`config.mk`:
```
export PLATFORM = sky130hd
export DESIGN_NAME = ram2raccoon_flat
export DESIGN_NICKNAME = d
export VERILOG_FILES = /design/src/rtl/ram2raccoon_if.sv /design/src/rtl/ram2raccoon.sv /design/src/flat_wrapper.sv
export SDC_FILE = /design/constraint.sdc
export NUM_CORES = 1
export LEC_CHECK = 0
export BUFFER_PORTS_ARGS = -buffer_cell sky130_fd_sc_hd__clkbuf_2
export CAP_MARGIN = 40
export CORE_MARGIN = 1.5
export CORE_UTILIZATION = 45
export DETAILED_ROUTE_END_ITERATION = 8
export GPL_ROUTABILITY_DRIVEN = 0
export HOLD_SLACK_MARGIN = 0.15
export PLACE_DENSITY = 0.75
export SYNTH_ARGS = -nofsm -noshare
export SYNTH_HDL_FRONTEND = slang
export SYNTH_SLANG_ARGS = --single-unit
```
`constraint.sdc`:
```
create_clock -name CLK -period 3.8 [get_ports CLK]
set_input_delay 0.38 -clock CLK [delete_from_list [all_inputs] [get_ports CLK]]
set_output_delay 0.38 -clock CLK [all_outputs]
set_load 0.005 [all_outputs]
```
`src/rtl/ram2raccoon_if.sv`:
```
// Host-side request/response port of the ram2raccoon ring initiator.
// Single outstanding request; REQ is ignored while BUSY.
interface ram2raccoon_if;
  logic        REQ;
  logic        WE;
  logic [19:0] ADDR;
  logic [3:0]  MASK;
  logic [31:0] WR_DATA;
  logic        BUSY;
  logic        ACK;
  logic        ERR;
  logic [31:0] RD_DATA;

  modport master (
    output REQ, WE, ADDR, MASK, WR_DATA,
    input  BUSY, ACK, ERR, RD_DATA
  );

  modport slave (
    input  REQ, WE, ADDR, MASK, WR_DATA,
    output BUSY, ACK, ERR, RD_DATA
  );
endinterface

```
`src/rtl/ram2raccoon.sv`:
```
// Raccoon ring initiator: inserts one host request into a free ring slot,
// forwards foreign traffic and consumes its own response or returned request.
module ram2raccoon #(
  parameter logic [3:0]  RACC_ID = 4'd0,
  parameter logic [15:0] TIMEOUT = 16'd1023
) (
  input  logic          CLK,
  input  logic          RST,
  input  logic [63:0]   RaccIn,
  output logic [63:0]   RaccOut,
  ram2raccoon_if.slave  host
);

  typedef enum logic [1:0] {IDLE, SEND, WAIT, DONE} state_t;

  state_t      state, state_nxt;
  logic        we_q;
  logic [19:0] addr_q;
  logic [3:0]  mask_q;
  logic [31:0] wdata_q;
  logic [15:0] cnt, cnt_nxt;
  logic [63:0] racc_nxt;
  logic [31:0] rd_q, rd_nxt;
  logic        err_q, err_nxt;
  logic        capture;

  logic in_valid, in_resp, in_own;
  assign in_valid = RaccIn[63];
  assign in_resp  = RaccIn[62];
  assign in_own   = in_valid && (RaccIn[55:52] == RACC_ID);

  always_comb begin
    state_nxt = state;
    racc_nxt  = RaccIn;
    cnt_nxt   = cnt;
    rd_nxt    = rd_q;
    err_nxt   = err_q;
    capture   = 1'b0;
    unique case (state)
      // DONE behaves as IDLE so a request can be taken in the ACK cycle
      IDLE, DONE: begin
        if (in_own) racc_nxt = '0;
        if (host.REQ) begin
          capture   = 1'b1;
          state_nxt = SEND;
        end else begin
          state_nxt = IDLE;
        end
      end
      SEND: begin
        // a stray own packet is overwritten as if the slot were empty
        if (!in_valid || in_own) begin
          racc_nxt  = {1'b1, 1'b0, we_q, 1'b0, mask_q, RACC_ID, addr_q, wdata_q};
          cnt_nxt   = '0;
          state_nxt = WAIT;
        end
      end
      WAIT: begin
        cnt_nxt = cnt + 16'd1;
        if (in_own) begin
          racc_nxt  = '0;
          rd_nxt    = in_resp ? RaccIn[31:0] : '0;
          err_nxt   = !in_resp;
          state_nxt = DONE;
        end else if (cnt == TIMEOUT) begin
          rd_nxt    = '0;
          err_nxt   = 1'b1;
          state_nxt = DONE;
        end
      end
      default: state_nxt = IDLE;
    endcase
  end

  always_ff @(posedge CLK) begin
    if (!RST) begin
      state   <= IDLE;
      cnt     <= '0;
      RaccOut <= '0;
      rd_q    <= '0;
      err_q   <= 1'b0;
      we_q    <= 1'b0;
      addr_q  <= '0;
      mask_q  <= '0;
      wdata_q <= '0;
    end else begin
      state   <= state_nxt;
      cnt     <= cnt_nxt;
      RaccOut <= racc_nxt;
      rd_q    <= rd_nxt;
      err_q   <= err_nxt;
      if (capture) begin
        we_q    <= host.WE;
        addr_q  <= host.ADDR;
        mask_q  <= host.MASK;
        wdata_q <= host.WR_DATA;
      end
    end
  end

  assign host.BUSY    = (state == SEND) || (state == WAIT);
  assign host.ACK     = (state == DONE);
  assign host.ERR     = err_q;
  assign host.RD_DATA = rd_q;

endmodule

```
`src/flat_wrapper.sv`:
```
// flat-port wrapper written by rule: the top's interface ports become plain ports
module ram2raccoon_flat 
#(
  parameter logic [3:0]  RACC_ID = 4'd0,
  parameter logic [15:0] TIMEOUT = 16'd1023
)
  (CLK, RST, RaccIn, RaccOut, host_REQ, host_WE, host_ADDR, host_MASK, host_WR_DATA, host_BUSY, host_ACK, host_ERR, host_RD_DATA);
  ram2raccoon_if host_i ();
  input  logic CLK;
  input  logic RST;
  input  logic [63:0] RaccIn;
  output logic [63:0] RaccOut;
  input wire logic [$bits(host_i.REQ)-1:0] host_REQ;
  input wire logic [$bits(host_i.WE)-1:0] host_WE;
  input wire logic [$bits(host_i.ADDR)-1:0] host_ADDR;
  input wire logic [$bits(host_i.MASK)-1:0] host_MASK;
  input wire logic [$bits(host_i.WR_DATA)-1:0] host_WR_DATA;
  output wire logic [$bits(host_i.BUSY)-1:0] host_BUSY;
  output wire logic [$bits(host_i.ACK)-1:0] host_ACK;
  output wire logic [$bits(host_i.ERR)-1:0] host_ERR;
  output wire logic [$bits(host_i.RD_DATA)-1:0] host_RD_DATA;
  assign host_i.REQ = host_REQ;
  assign host_i.WE = host_WE;
  assign host_i.ADDR = host_ADDR;
  assign host_i.MASK = host_MASK;
  assign host_i.WR_DATA = host_WR_DATA;
  assign host_BUSY = host_i.BUSY;
  assign host_ACK = host_i.ACK;
  assign host_ERR = host_i.ERR;
  assign host_RD_DATA = host_i.RD_DATA;
  ram2raccoon #(.RACC_ID(RACC_ID), .TIMEOUT(TIMEOUT)) u_core (.CLK(CLK), .RST(RST), .RaccIn(RaccIn), .RaccOut(RaccOut), .host(host_i));
endmodule
```
==> metrics.cfg <==
[pwr]
p_switching_mw=1.53
sequentialPowerShare=0.421
switching_share=0.303
intPower_mw=3.52
clkPwrFrac=0.340
p_leak_nw=3.76
comb_power_share=0.239
ir_drop_uv=319
p_per_area_nw_per_um2=594

[yosys]
yosys-top-cells-area=dfxtp_1 (52%), nand2_1 (8.8%), a21oi_1 (7.1%)
ys_seq_elements=172
synth_area_sq_um=6670
ys_warn_count=0
synth_top_area_frac=0.516
avgSynthCellArea_sq_um=9.21
synth_top_area_cell=dfxtp_1
synth.distinct_cells=47
synth_edf_count=0
syn-num-nets=853
async_flop_share=0
yosys-top-cells-count=dfxtp_1 (172), nand2_1 (156), a21oi_1 (94), clkbuf_1 (40), nor2_1 (39)
yosysMostFrequentCell=dfxtp_1
synth-main-ff-cell=dfxtp_1
synth_seq_area_share=0.516
synth_cells=724

[cts]
worstSkewPairLatency_ns=0.43
ctsResizeCount=0
cts_root_buffer=clkbuf_16
ctsHoldBuffers=0
max-clock-path-buffers=2
cts_tree=done
cts.htree.levels=4
cts.clk_slew.worst_paths_ns=0.06
cts_setup_buffers=0
cts_buffers=17
clkSinkCount=172

[sta]
hold_viol_final=0
fin_setup_tns_ns=0
worstMarginPinSlew_ns=0.725
max_freq_mhz=438
rsz0062_at_grt=no
fin_crit_sh=0.601
relSlewSlack=0.517
setup_viol=0
skew_ns=0.0138
hold_slack_ns=0.171
period_needed_ns=2.28
slew_violations=0

[cells_and_area]
area_delta_synth_final_pct=27.5
final_nets=1047
fillers=1275
final_core_util=0.587
antenna_cells=0
layout-drive-gt1-share=0.330

[worst_setup_path]
crit_type=flip-flop to flip-flop
r2r_setup_slack_ns=1.52
cp.required_ns=4.14
worstPathMaxFanout=35
cp_data_arrival_time_ns=2.62
cp-end-kind=flip-flop
r2r_end=u_core.addr_q[17]$_SDFFE_PN0P_
r2r-start=u_core.state[0]$_SDFFE_PN0P_
worstRegToRegCells=6
crit_path_start_kind=flip-flop

[global_routing]
grt_pass1_wl_mm=28.0
grt.total_usage=0.222
grt-ovfl-total=0
grt_max_degree=66
grt_pass1_vias=5745
antenna_found_initial=0

[floorplan]
core_region_area_sq_um=14500
std_cell_rows=44
start_util=0.461
die_w_um=125
ios=223
die-area_sq_um=15600
die_y_um=125

[drt]
first_iter_violations=429
finalWirelength_mm=17.2
vias_per_cell=5.32
dr_total_vias=5924
drtAntennaViolNets=0
drc=0
firstDrtPassIters=5
routedWlPerCell_um=15.4

[min_path]
min_to=u_core.addr_q[11]$_SDFFE_PN0P_
hold_depth=3
min_from=host_ADDR[11]
hp-class=input port to flip-flop

[flow_run]
maxCapViolCount=0

[placement]
port_buffers=222
dpl.hpwl_mm=11.9

[outcome]
status=finished, final reports clean

[power groups by stage]
stage	logic (mW)	registers [mW]	clock network [mW]
2_1_floorplan	0.788	2.16	0
3_5_place_dp	1.21	2.16	0
4_1_cts	1.22	2.12	1.75
6_report	1.21	2.12	1.72
3_3_place_gp	1.15	2.16	0
5_1_grt	1.36	2.15	1.82
[worst max-delay path, cell delays in order, from the launching register on]
cell,delay [ns]
dfxtp_1,0.39
inv_1,0.07
ha_1,0.52
and2_2,0.70
buf_4,0.32
nand2_1,0.08
a21oi_1,0.11
[registers in the layout, summed over array words and instances (netlist names)]
register and flops:
u_core.cnt 16, u_core.addr_q 20, u_core.RaccOut 64, u_core.state 2, u_core.we_q 1, u_core.mask_q 4, u_core.wdata_q 32, u_core.host.RD_DATA 32
u_core.host.ERR 1
[worst max-delay path by stage]
stage,start,end,slack [ns]
6_report,u_core.state[0]$_SDFFE_PN0P_,u_core.addr_q[17]$_SDFFE_PN0P_,1.52
5_1_grt,u_core.state[0]$_SDFFE_PN0P_,u_core.addr_q[16]$_SDFFE_PN0P_,1.29
4_1_cts,u_core.state[0]$_SDFFE_PN0P_,u_core.addr_q[10]$_SDFFE_PN0P_,1.47
3_5_place_dp,RaccIn[53],u_core.host.RD_DATA[5]$_SDFFE_PN0P_,1.40
3_3_place_gp,RaccIn[53],u_core.host.RD_DATA[22]$_SDFFE_PN0P_,1.33
2_1_floorplan,u_core.state[0]$_SDFFE_PN0P_,u_core.wdata_q[25]$_SDFFE_PN0P_,1.96
[cells in the final DEF, fill, tap and decap left out, types with 2 or more instances in the layout]
cell type / n
a21oi_1: 94
nand2b_1: 3
buf_12: 2
a211oi_2: 2
clkbuf_8: 2
buf_4: 10
nand2_1: 155
clkinv_2: 2
nand4_1: 3
and4_1: 2
dfxtp_1: 172
mux2_2: 26
a2111oi_4: 2
mux2i_1: 4
xnor2_1: 5
clkbuf_2: 222
nor4_1: 3
bufinv_16: 2
and3_1: 4
inv_8: 2
or3_1: 4
inv_1: 8
a32o_1: 32
nand3b_1: 27
a22oi_1: 31
clkbuf_16: 17
o21ai_0: 6
clkinvlp_4: 4
nor2_1: 39
nand3_1: 6
and2_1: 6
ha_1: 5
[logic make-up (layout without fill, tap and decap cells)]
| logic type | count (synthesis) | after routing | synth area share |
|---|---|---|---|
| AO/OA/AOI/OAI | 180 | 180 | 0.188 |
| XOR/XNOR | 5 | 5 | 0.00657 |
| adder cells (fa/ha/maj) | 5 | 5 | 0.00938 |
| buffers and inverters | 70 | 276 | 0.0476 |
| flip-flops | 172 | 172 | 0.516 |
| multiplexers | 31 | 31 | 0.0514 |
| AND/OR/NAND/NOR | 261 | 261 | 0.181 |
[final cells by class]
type                            count  area [sq um]  area share
Sequential cell                   172          3440       0.405
Multi-Input combinational cell    482          2930       0.345
Timing Repair Buffer              236          1270       0.149
Clock buffer                       20           457      0.0537
Tap cell                          184           230      0.0271
Clock inverter                     11           135      0.0159
Inverter                            9          35.0     0.00412
[per-stage QoR]
step           setup WS (ns)  total power, mW  cell area, sq um  cells
3_5_place_dp            1.40             3.37              7910   1083
2_1_floorplan           1.96             2.94              6670    724
4_1_cts                 1.47             5.09              8500   1114
5_1_grt                 1.29             5.33              8500   1114
3_3_place_gp            1.33             3.31              7830   1079
6_report                1.52             5.05              8500   1114
[per-layer routing]
metal,track usage,part of all wire,wire length [um]
met1,0.264,0.42,7200
met2,0.371,0.48,8290
met3,0.0631,0.068,1170
met4,0.102,0.031,539
met5,0,0,0
Power figures use the tool's default switching activity.
